<file path="src/rtl/run_pack.sv">
// Shared types and defaults for the CPU run sequencer.
// Imported by cpu_run_ctrl and its sub-blocks.
package run_pack;

  typedef enum logic [1:0] {
    IDLE   = 2'd0,
    LAUNCH = 2'd1,
    RUN    = 2'd2,
    REPORT = 2'd3
  } run_state_t;

  localparam int unsigned START_CYC_DEF = 2;
  localparam int unsigned MAX_CYC_DEF   = 2 ** 20;

endpackage

</file>
<file path="src/rtl/sat_counter.sv">
// Saturating up-counter with synchronous clear.
// Holds at all-ones once reached; at_max flags that.
module sat_counter #(
  parameter int unsigned W = 32
) (
  input  logic         clk,
  input  logic         rst_n,
  input  logic         clr,
  input  logic         en,
  output logic [W-1:0] q,
  output logic         at_max
);

  logic [W-1:0] q_q;
  logic [W-1:0] q_d;

  // Clear wins over count; stop counting at all-ones.
  always_comb begin
    q_d = q_q;
    if (clr) begin
      q_d = '0;
    end else if (en && !(&q_q)) begin
      q_d = q_q + W'(1);
    end
  end

  // Count register.
  always_ff @(posedge clk or negedge rst_n) begin
    if (!rst_n) begin
      q_q <= '0;
    end else begin
      q_q <= q_d;
    end
  end

  assign q      = q_q;
  assign at_max = &q_q;

endmodule

</file>
<file path="src/rtl/cpu_run_ctrl.sv">
// Run sequencer: launches the CPU, counts RUN cycles
// until done or watchdog, reports via valid/ack.
module cpu_run_ctrl
  import run_pack::*;
#(
  parameter int unsigned CW        = 32,
  parameter int unsigned START_CYC = START_CYC_DEF,
  parameter int unsigned MAX_CYC   = MAX_CYC_DEF
) (
  input  logic          clk,
  input  logic          rst_n,
  input  logic          host_req,
  input  logic [1:0]    host_prog,
  output logic          host_busy,
  output logic          host_valid,
  input  logic          host_ack,
  output logic [CW-1:0] cycles,
  output logic          timeout,
  output logic          cpu_start,
  output logic [1:0]    cpu_prog_sel,
  input  logic          cpu_done
);

  localparam int unsigned SW =
    (START_CYC > 1) ? $clog2(START_CYC) : 1;
  localparam logic [SW-1:0] ST_LAST = SW'(START_CYC - 1);
  localparam logic [CW-1:0] MAX_V   = CW'(MAX_CYC);

  run_state_t    state_q, state_d;
  logic [SW-1:0] st_cnt_q, st_cnt_d;
  logic [1:0]    prog_q, prog_d;
  logic          to_q, to_d;
  logic          start_q, start_d;
  logic          busy_q, busy_d;
  logic          valid_q, valid_d;

  logic          cnt_clr;
  logic          cnt_en;
  logic [CW-1:0] cnt_q;
  logic          cnt_max;
  logic [CW-1:0] cnt_inc;

  sat_counter #(
    .W(CW)
  ) u_cyc_cnt (
    .clk    (clk),
    .rst_n  (rst_n),
    .clr    (cnt_clr),
    .en     (cnt_en),
    .q      (cnt_q),
    .at_max (cnt_max)
  );

  // Value the counter takes this RUN cycle.
  assign cnt_inc = cnt_max ? cnt_q : cnt_q + CW'(1);

  // Next state; status flops follow state_d so
  // every output comes straight from a register.
  always_comb begin
    state_d  = state_q;
    st_cnt_d = st_cnt_q;
    prog_d   = prog_q;
    to_d     = to_q;
    cnt_clr  = 1'b0;
    cnt_en   = 1'b0;
    unique case (state_q)
      IDLE: begin
        if (host_req) begin
          prog_d   = host_prog;
          to_d     = 1'b0;
          cnt_clr  = 1'b1;
          st_cnt_d = '0;
          state_d  = LAUNCH;
        end
      end
      LAUNCH: begin
        if (st_cnt_q == ST_LAST) begin
          state_d = RUN;
        end else begin
          st_cnt_d = st_cnt_q + SW'(1);
        end
      end
      RUN: begin
        cnt_en = 1'b1;
        if (cpu_done) begin
          to_d    = 1'b0;
          state_d = REPORT;
        end else if (cnt_inc == MAX_V) begin
          to_d    = 1'b1;
          state_d = REPORT;
        end
      end
      REPORT: begin
        if (host_ack) begin
          state_d = IDLE;
        end
      end
      default: begin
        state_d = IDLE;
      end
    endcase
    start_d = (state_d != RUN);
    busy_d  = (state_d != IDLE);
    valid_d = (state_d == REPORT);
  end

  // State and registered outputs; CPU held in reset.
  always_ff @(posedge clk or negedge rst_n) begin
    if (!rst_n) begin
      state_q  <= IDLE;
      st_cnt_q <= '0;
      prog_q   <= 2'd0;
      to_q     <= 1'b0;
      start_q  <= 1'b1;
      busy_q   <= 1'b0;
      valid_q  <= 1'b0;
    end else begin
      state_q  <= state_d;
      st_cnt_q <= st_cnt_d;
      prog_q   <= prog_d;
      to_q     <= to_d;
      start_q  <= start_d;
      busy_q   <= busy_d;
      valid_q  <= valid_d;
    end
  end

  assign host_busy    = busy_q;
  assign host_valid   = valid_q;
  assign cycles       = cnt_q;
  assign timeout      = to_q;
  assign cpu_start    = start_q;
  assign cpu_prog_sel = prog_q;

endmodule

</file>
<file path="config.mk">
export PLATFORM = sky130hd
export DESIGN_NAME = cpu_run_ctrl
export DESIGN_NICKNAME = d
export VERILOG_FILES = /design/src/rtl/run_pack.sv /design/src/rtl/sat_counter.sv /design/src/rtl/cpu_run_ctrl.sv
export SDC_FILE = /design/constraint.sdc
export NUM_CORES = 1
export LEC_CHECK = 0
export CORE_MARGIN = 10
export CORE_UTILIZATION = 37
export DETAILED_ROUTE_END_ITERATION = 12
export PLACE_DENSITY = 0.69
export SYNTH_ARGS = -nofsm -noshare
export SYNTH_HDL_FRONTEND = slang
export SYNTH_SLANG_ARGS = --single-unit
</file>
<file path="constraint.sdc">
create_clock -name clk -period 7.1 [get_ports clk]
set_input_delay 0.71 -clock clk [delete_from_list [all_inputs] [get_ports clk]]
set_output_delay 0.71 -clock clk [all_outputs]
set_load 0.03 [all_outputs]
</file>
## Yosys cells after proc, flatten, opt, wreduce, memory -nomap -nowiden

Cells that the tools add are included.
W data, S select, Z words.

| operators by class | value |
|---|---|
| $add $sub $neg | 2 |
| equal/unequal tests | 8 |
| muxes and demuxes | 18 |
| reductions and logical operators | 11 |

Operators with widths:

| kind | count |
|---|---|
| $mux W32 | 3 |
| $add A32 B1 Y32 const B | 1 |
| $eq A32 B21 Y1 const B | 1 |
| $reduce_and A32 Y1 | 1 |
| $mux W2 | 5 |
| $pmux W2 S4 | 1 |
| $reduce_bool A2 Y1 | 4 |
| $mux W1 | 7 |
| $eq A2 B2 Y1 const B | 3 |
| $ne A2 B2 Y1 const B | 2 |
| $pmux W1 S2 | 2 |
| $reduce_and A2 Y1 | 2 |
| $ne A3 B3 Y1 const B | 1 |
| $reduce_and A3 Y1 | 1 |
| $eq A2 B1 Y1 const B | 1 |
| $logic_not A2 Y1 | 1 |
| $add A1 B1 Y1 const B | 1 |
| $logic_and A1 B1 Y1 | 1 |
| $logic_not A1 Y1 | 1 |

| word-level totals | value |
|---|---|
| register bits after elaboration | 41 |
| bits of input ports | 7 |
| output and inout port bits | 38 |

## Longest topological paths before layout

Gate-level depths: netlist of run 1.

| logic depth | value |
|---|---|
| word-level depth | 7 |
| gate-level depth with buffers | 9 |
| depth with buffers taken out | 8 |

## Cells and area by module

Synthesis of run 1 repeated with hierarchy kept, for this count alone.

| unflattened totals | value |
|---|---|
| cells, all modules | 375 |
| area total of the unflattened synthesis | 3201.8 µm² |

By module, submodules not included:

| module | times used | cells an instance | area an instance (µm²) | seq. area each (µm²) |
|---|---|---|---|---|
| sat_counter | 1 | 207 | 1898.1 | 800.8 |
| cpu_run_ctrl | 1 | 168 | 1303.8 | 226.5 |

## Least setup slack after synthesis of run 1

OpenSTA, ideal clock, no wires.

| timing | value |
|---|---|
| path type | register -> register |
| from | reg u_cyc_cnt.q_q[1], in the netlist u_cyc_cnt.q[1] |
| to | reg start_q, in the netlist cpu_start |
| library setup time | 76 ps |
| data arrival time | 2488 ps |
| path slack | 4537 ps |
| stages on the path, launching flop included | 9 |
| buffers on the path | 0 |
| period minus slack after synthesis | 2563 ps |
| path through | dfrtp_1 > ha_1 > nand4_1 > nor3_1 > nand3_1 > o31a_1 > nor4_2 > nand4b_4 > o211ai_2 |

| on the way | value |
|---|---|
| word-level cells in the longest chain between the ends | 7 |
| elaborated cells between the ends (all ways) | 8 |
| those cells by class | 1 x add/sub; 2 x eq/ne; 4 x mux; 1 x reduce/logical |

RTL lines:

| element | RTL line | RTL |
|---|---|---|
| start, declared | sat_counter.sv:14 | `logic [W-1:0] q_q;` |
| start signal, assigned | sat_counter.sv:32 | `q_q <= q_d;` |
| $add A32 B1 Y32 or $reduce_and A32 Y1 (tied branches) | cpu_run_ctrl.sv:55, sat_counter.sv:37 |  |
| $mux W32 (*) | cpu_run_ctrl.sv:55 | `assign cnt_inc = cnt_max ? cnt_q : cnt_q + CW'(1);` |
| $eq A32 B21 Y1 (*) | cpu_run_ctrl.sv:88 | `end else if (cnt_inc == MAX_V) begin` |
| $mux W2 (*) | cpu_run_ctrl.sv:88 |  |
| $mux W2 (*) | cpu_run_ctrl.sv:85 | `if (cpu_done) begin` |
| $pmux W2 S4 (*) | cpu_run_ctrl.sv:66 | `unique case (state_q)` |
| $ne A2 B2 Y1 (*) | cpu_run_ctrl.sv:102 | `start_d = (state_d != RUN);` |
| named net start_d | cpu_run_ctrl.sv:33 | `logic start_q, start_d;` |
| end signal, assigned | cpu_run_ctrl.sv:122 | `start_q <= start_d;` |
| end, declared | cpu_run_ctrl.sv:33 |  |

The timed path passes the listed nets; every way through them passes the cells marked *.
A chain may end at the register's enable or synchronous reset.

## Worst setup path after layout of run 1

| timing | value |
|---|---|
| from | reg u_cyc_cnt.q_q[1], in the netlist u_cyc_cnt.q[1] |
| to | reg u_cyc_cnt.q_q[7], in the netlist u_cyc_cnt.q[7] |

| on the way | value |
|---|---|
| word-level cells in the longest chain between the ends | 4 |
| elaborated cells between the ends (all ways) | 7 |
| those cells by class | 1 x add/sub; 2 x mux; 4 x reduce/logical |

RTL lines:

| element |
|---|
| branches (longest 4 deep; another with $add A32 B1 Y32) |

Parallel ways; which one is timed is not known. The select of a mux whose other input is x is not followed.

==> metrics.md, run 1 <==
| Metric | Value |
|---|---|
| Status | `finished clean` |
| Sequential area share after synthesis | `between 30% and 40%` |
| Final Cycle Share | `44.7%` |
| Die Ht | `about 110 um` |
| Slew Limit Fails | `0` |
| Final setup fails | `0` |
| Dpl hpwl | `5480 um` |
| Root buf cell | `clkbuf_8` |
| Placement Setup Slack | `between 3000 and 4000 ps` |
| RSZ-0062 raised after global routing | `no` |
| H-tree Lvls | `2` |
| Synth Area per Inst | `~8.2 um2` |
| GR Util All Layers | `around an eighth` |
| Min Tclk post-route | `approximately 3200 ps` |
| Initial antenna violation count | `0` |
| HP Class | `flip-flop to flip-flop` |
| Number of global-route vias before repair | `between 2000 and 2500` |
| Synth cell types | `62` |
| PnR worst setup slack | `approximately 4000 ps` |
| Final Wtd Congestion | `~0.9` |
| Req. time, crit path | `between 7000 and 8000 ps` |
| Crit Path Max Fanout | `27` |
| Via count | `roughly 2800` |
| Worst-path clk slew | `roughly 90 ps` |
| Initial DRC count | `210` |
| Post-DR vias/cell | `between 5 and 6` |
| Seq cells post-synth | `41` |
| Peak VDD IR | `0.166 mV` |
| Area growth, synth to finish | `20.0%` |
| Synth Warn # | `0` |
| WL per Instance | `around 16 um` |
| Number of I/O port buffers | `44` |
| Largest net degree at the start of global routing | `42` |
| Worst Setup Start Kind | `flip-flop` |
| Fin Setup TNS | `0 ps` |
| TritonCTS buffer count | `5` |
| Deepest clock path buffer count | `2` |
| Total gr overflow | `0` |
| Total Die Area | `0.0117 mm2` |
| Placed cell area | `between 0.003 and 0.004 mm2` |
| DIE WIDTH | `between 100 and 150 um` |
| Mapped Area | `between 0.002 and 0.003 mm2` |
| Initial Utilization | `between 30% and 40%` |
| First-pass iteration count of the detailed router | `5` |
| Cts hold-fix bufs | `0` |
| CP Capture Type | `flip-flop` |
| Crit Path Class | `flip-flop to flip-flop` |
| I/O pins | `45` |
| Final core occ | `a little under half` |
| Final Hold Vio Count | `0` |
| # rows | `32` |
| Maximum clock rate | `315 MHz` |
| Post-CTS Resized | `0` |
| Tightest Pin Transition | `roughly 900 ps` |
| Final Cell Area | `0.00344 mm2` |
| Clock Latency Late Sink | `around 300 ps` |
| Post-Route Skew | `9.15 ps` |
| Core area | `0.00765 mm2` |
| Mapped Nets | `between 300 and 400` |
| Post-CTS setup repair buffer count | `0` |
| Critical path arrival | `around 3400 ps` |
| Filler Cell Count | `roughly 740` |
| Mapped Cells | `between 300 and 400` |
| Nets | `between 300 and 400` |
| Max-slew headroom | `between 30% and 40%` |
| Total of max-cap violations | `0` |
| CTS tree | `done` |
| Remaining antenna violation count | `0` |
| Share of cells above drive strength 1 | `approximately 9.6%` |
| First-pass GRT wire length | `about 12000 um` |
| Drt drc | `0` |
| Final WL | `a little under 8000 um` |
| EDFF count, synth | `0` |
| Pwr/cell area | `around 260 mW/mm2` |
| Fraction of registers with async set/reset | `100%` |
| Clock Sinks | `roughly 40` |
| ANT cells | `0` |
| Post-synth top flop | `dfrtp_1` |
| Leakage power | `approximately 1.3 nW` |
## routing by layer
layer  GRT usage [%]  wire length [um]
met3            3.51               608
met2            19.5              3520
met5               0                 0
met4            3.05                57
met1            17.4              3520
## Yosys cell counts (all sizes together), types with 3 or more instances
library cell,number,area share [%]
and4,4,1.2
nor2,36,5.0
mux2i,4,1.4
a31oi,8,2.3
nand2,40,5.3
clkbuf,10,1.3
and3,7,1.5
xnor2,7,2.1
nor4,9,3.9
or2,3,0.65
and2,6,1.3
o21ai,54,9.4
nand3,21,3.7
dfrtp,40,35
o31ai,8,2.1
nand4,14,3.8
a21oi,16,3.1
buf,16,3.0
nor3,7,1.7
inv,4,0.52
## flip-flops by register name, indices dropped and copies added (netlist names)
name,cells
u_cyc_cnt.q,32
cpu_prog_sel,2
state_q,2
cpu_start,1
host_busy,1
host_valid,1
st_cnt_q,1
timeout,1
## power by group
group	switching (mW)	leakage [nW]	internal (mW)
Sequential	0.0545	0.551	0.270
Clock	0.0872	0.0681	0.140
Combinational	0.237	0.671	0.120
Total	0.379	1.29	0.530
## metrics by stage
step / std cells / hold slack, ps / power, mW
5_1_grt: 476 / 512 / 0.966
4_1_cts: 476 / 492 / 0.916
3_5_place_dp: 468 / 465 / 0.689
2_1_floorplan: 348 / 414 / 0.587
3_3_place_gp: 468 / 459 / 0.681
6_report: 476 / 491 / 0.909
## cell usage in the layout (no fill, tap or decap), drive strengths merged, types with 3 or more instances in the layout
master,instances
o31ai,8
nor2,36
and4,4
dfrtp,40
a21oi,16
and3,7
a31oi,8
inv,4
mux2i,4
nand2,40
or2,3
nor4,9
clkdlybuf4s50,43
nand4,14
and2,6
xnor2,7
clkbuf,5
nand3,21
o21ai,54
nor3,7
## critical path, cell delays in order, from the launching register on
cell	delay, ps
dfrtp_1	510
ha_1	340
nand4_1	280
nor4_4	480
and2_1	300
a31oi_4	270
nor2_4	590
o21ai_0	190
o21ai_0	110
## path summary, 6_finish.rpt
| kind | start | to | slack (ps) | depth (start not counted) |
|---|---|---|---|---|
| worst max register to register | u_cyc_cnt.q[1]$_DFFE_PN0P_ | u_cyc_cnt.q[7]$_DFFE_PN0P_ | 3930 | 8 |
| worst max-delay path | u_cyc_cnt.q[1]$_DFFE_PN0P_ | u_cyc_cnt.q[7]$_DFFE_PN0P_ | 3930 | 8 |
| worst min register to register | cpu_prog_sel[1]$_DFFE_PN0P_ | cpu_prog_sel[1]$_DFFE_PN0P_ | 490 | 2 |
| min in group asynchronous | rst_n | u_cyc_cnt.q[4]$_DFFE_PN0P_ | 540 | 1 |
| worst min-delay path | cpu_prog_sel[1]$_DFFE_PN0P_ | cpu_prog_sel[1]$_DFFE_PN0P_ | 490 | 2 |
| max in group asynchronous | rst_n | u_cyc_cnt.q[16]$_DFFE_PN0P_ | 6000 | 1 |
## final cells by class
class	instances	area (um2)	area share (%)
Clock buffer	5	68.8	2.00
Clock inverter	3	65.1	1.89
Inverter	4	15.0	0.436
Tap cell	102	128	3.71
Timing Repair Buffer	44	435	12.6
Sequential cell	41	1030	29.8
Multi-Input combinational cell	277	1700	49.5
## cell families (layout without fill, tap and decap cells)
logic type / count (synthesis) / in the layout / synth area share [%]
buffers and inverters: 30 / 56 / 4.84
xor gates and xnor gates: 9 / 9 / 2.75
AOI/OAI and AO/OA: 101 / 101 / 21.8
muxes: 4 / 4 / 1.39
adders and majority gates: 1 / 1 / 0.436
and+or+nand+nor: 162 / 162 / 33.0
DFF: 41 / 41 / 35.8
No activity file was read; power rests on OpenSTA's default activity.
==> run 2, diff against run 1 <==
Clock period 7.1 ns to 3.1 ns, I/O delays scaled along.
==> metrics.md, run 2 (same netlist as run 1, synthesis figures left out) <==
| Metric | Value |
|---|---|
| Largest net degree at the start of global routing | `42 (unchanged)` |
| DIE WIDTH | `108 um (unchanged)` |
| Worst setup path start | `u_cyc_cnt.q[0]$_DFFE_PN0P_ (was u_cyc_cnt.q[1]$_DFFE_PN0P_)` |
| Comb power frac | `45.8% (was 39.3%)` |
| H-tree Lvls | `2 (unchanged)` |
| Met2 global-route usage | `21.4% (was 19.5%)` |
| Deepest clock path buffer count | `2 (unchanged)` |
| Status | `finished clean (unchanged)` |
| Final Hold Vio Count | `0 (unchanged)` |
| Slew Limit Fails | `0 (unchanged)` |
| Flop pwr share | `36.4% (was 35.7%)` |
| Total Power | `2.01 mW (was 909 uW)` |
| Dpl hpwl | `5800 um (was 5480 um)` |
| Worst-path clk slew | `80 ps (was 90 ps)` |
| # rows | `32 (unchanged)` |
| GR Util All Layers | `14.0% (was 12.8%)` |
| Pwr/cell area | `575 mW/mm2 (was 264 mW/mm2)` |
| Number of I/O port buffers | `44 (unchanged)` |
| Fin Setup TNS | `0 ps (unchanged)` |
| Gr busiest metal | `met2 (unchanged)` |
| RSZ-0062 raised after global routing | `no (unchanged)` |
| Dpl cells | `479 (was 468)` |
| Post-Route Skew | `6.73 ps (was 9.15 ps)` |
| Filler Cell Count | `760 (was 744)` |
| First-pass GRT wire length | `13500 um (was 12400 um)` |
| Area growth, synth to finish | `21.5% (was 20.0%)` |
| Critical path arrival | `2960 ps (was 3390 ps)` |
| Maximum clock rate | `360 MHz (was 315 MHz)` |
| Leakage power | `1.33 nW (was 1.29 nW)` |
| Peak VDD IR | `0.348 mV (was 0.166 mV)` |
| Max-slew headroom | `39.6% (was 39.8%)` |
| Initial Utilization | `37.5% (unchanged)` |
| Initial antenna violation count | `0 (unchanged)` |
| Total gr overflow | `0 (unchanged)` |
| Nets | `392 (was 381)` |
| Tightest Pin Transition | `906 ps (was 902 ps)` |
| ANT cells | `0 (unchanged)` |
| TritonCTS buffer count | `5 (unchanged)` |
| Remaining antenna violation count | `0 (unchanged)` |
| Post-DR vias/cell | `5.74 (was 5.86)` |
| Total Die Area | `0.0117 mm2 (unchanged)` |
| Non-Filler Instances | `487 (was 476)` |
| Final core occ | `45.6% (was 45.0%)` |
| Worst Hold Slack | `132 ps (was 491 ps)` |
| Slowest CP cell | `dfrtp_1 (was nor2_4)` |
| WL per Instance | `16.4 um (was 16.2 um)` |
| Critical-path cell list | `ha_1 > nand4_1 > nor4_4 > and2_1 > a31oi_4 > buf_4 > and2_0 > o21ai_1 > o31ai_1 (was ha_1 > nand4_1 > nor4_4 > and2_1 > a31oi_4 > nor2_4 > o21ai_0 > o21ai_0)` |
| Final Cycle Share | `89.7% (was 44.7%)` |
| Post-CTS setup repair buffer count | `0 (unchanged)` |
| Die Ht | `108 um (unchanged)` |
| Final WL | `7970 um (was 7710 um)` |
| Number of global-route vias before repair | `2627 (was 2452)` |
| Crit Path Class | `flip-flop to flip-flop (unchanged)` |
| Min Tclk post-route | `2780 ps (was 3170 ps)` |
| Clock Sinks | `41 (unchanged)` |
| Worst Setup Start Kind | `flip-flop (unchanged)` |
| Sw frac | `44.5% (was 41.7%)` |
| Total of max-cap violations | `0 (unchanged)` |
| CTS tree | `done (unchanged)` |
| HP Class | `input pin to asynchronous set/reset pin (was flip-flop to flip-flop)` |
| Most frequent cells in the layout | `clkdlybuf4s50_1, dfrtp_1, nand2_1 (unchanged)` |
| Clock Latency Late Sink | `300 ps (about the same)` |
| Core area | `0.00765 mm2 (unchanged)` |
| Worst stage delay on the critical path | `500 ps (was 590 ps)` |
| GR Util met1 | `19.2% (was 17.4%)` |
| First-pass iteration count of the detailed router | `5 (unchanged)` |
| Initial DRC count | `236 (was 210)` |
| Final Wtd Congestion | `0.879 (was 0.884)` |
| Final setup fails | `0 (unchanged)` |
| CP Capture Type | `flip-flop (unchanged)` |
| Critical R2R Launch | `u_cyc_cnt.q[0]$_DFFE_PN0P_ (was u_cyc_cnt.q[1]$_DFFE_PN0P_)` |
| I/O pins | `45 (unchanged)` |
| Most common cell after layout, fill and taps aside | `clkdlybuf4s50_1 (unchanged)` |
| Post-CTS Resized | `0 (unchanged)` |
| Clock share of power | `17.7% (was 25.0%)` |
| Max reg flops | `32 (unchanged)` |
| Root buf cell | `clkbuf_8 (unchanged)` |
| Req. time, crit path | `3280 ps (was 7310 ps)` |
| Share of cells above drive strength 1 | `11.9% (was 9.63%)` |
| Cts hold-fix bufs | `0 (unchanged)` |
| P_sw | `893 uW (was 379 uW)` |
| Pint | `1.11 mW (was 530 uW)` |
| Drt drc | `0 (unchanged)` |
| GR Util met3 | `3.39% (was 3.51%)` |
| Via count | `2793 (was 2787)` |
| Crit Path Max Fanout | `11 (was 27)` |
## run 2: cell count changes in the layout (fill, tap and decap cells not counted)
cell | before | now
buf_4 | 0 | 10
clkinv_2 | 1 | 2
bufinv_16 | 2 | 0
buf_12 | 0 | 1
clkbuf_1 | 0 | 1
## run 2: worst max-delay path: cells and delay by family (launching register included)
family,cells,cell delay [ps]
simple gates,4,1220
flops,1,500
fa+ha+maj,1,310
compound gates,3,400
buf+inv,1,240
## run 2: power by group through the flow
stage	registers [mW]	clock network (mW)	logic, mW
floorplan	0.804	0	0.540
global placement	0.738	0	0.914
detailed placement	0.739	0	0.920
CTS	0.729	0.363	0.927
global route	0.749	0.387	1.01
finish	0.731	0.356	0.920
## run 2: path summary, 6_finish.rpt
| check | to | slack (ps) | depth (start not counted) |
|---|---|---|---|
| setup / recovery | u_cyc_cnt.q[8]$_DFFE_PN0P_ | 320 | 9 |
| hold / removal | u_cyc_cnt.q[7]$_DFFE_PN0P_ | 130 | 1 |
| setup reg to reg | u_cyc_cnt.q[8]$_DFFE_PN0P_ | 320 | 9 |
| hold reg to reg | cpu_prog_sel[0]$_DFFE_PN0P_ | 490 | 2 |
| max in group asynchronous | u_cyc_cnt.q[18]$_DFFE_PN0P_ | 2400 | 1 |
| min in group clk | cpu_prog_sel[0]$_DFFE_PN0P_ | 490 | 2 |
## run 2: cell type report
type / count / area [um2] / share of cell area (%)
clock buffers: 6 / 72.6 / 2.08
repair buffers: 55 / 531 / 15.2
clock inverters: 2 / 10.0 / 0.287
well taps: 102 / 128 / 3.66
multi-input cells: 277 / 1700 / 48.9
inverters: 4 / 15.0 / 0.431
flip-flops and latches: 41 / 1030 / 29.5
## run 2: layer usage
layer  part of all wire, %  vias up
met3                   6.8        9
met2                    46       93
li1                      -     1353
met4                   1.5        0
met1                    46     1338
met5                     0        -
## run 2: stage by stage
step / area, um2 / setup slack (ps)
floorplan: 2870 / 537
global placement: 3400 / 414
detailed placement: 3400 / 339
CTS: 3490 / 321
global route: 3490 / 36.8
finish: 3490 / 320
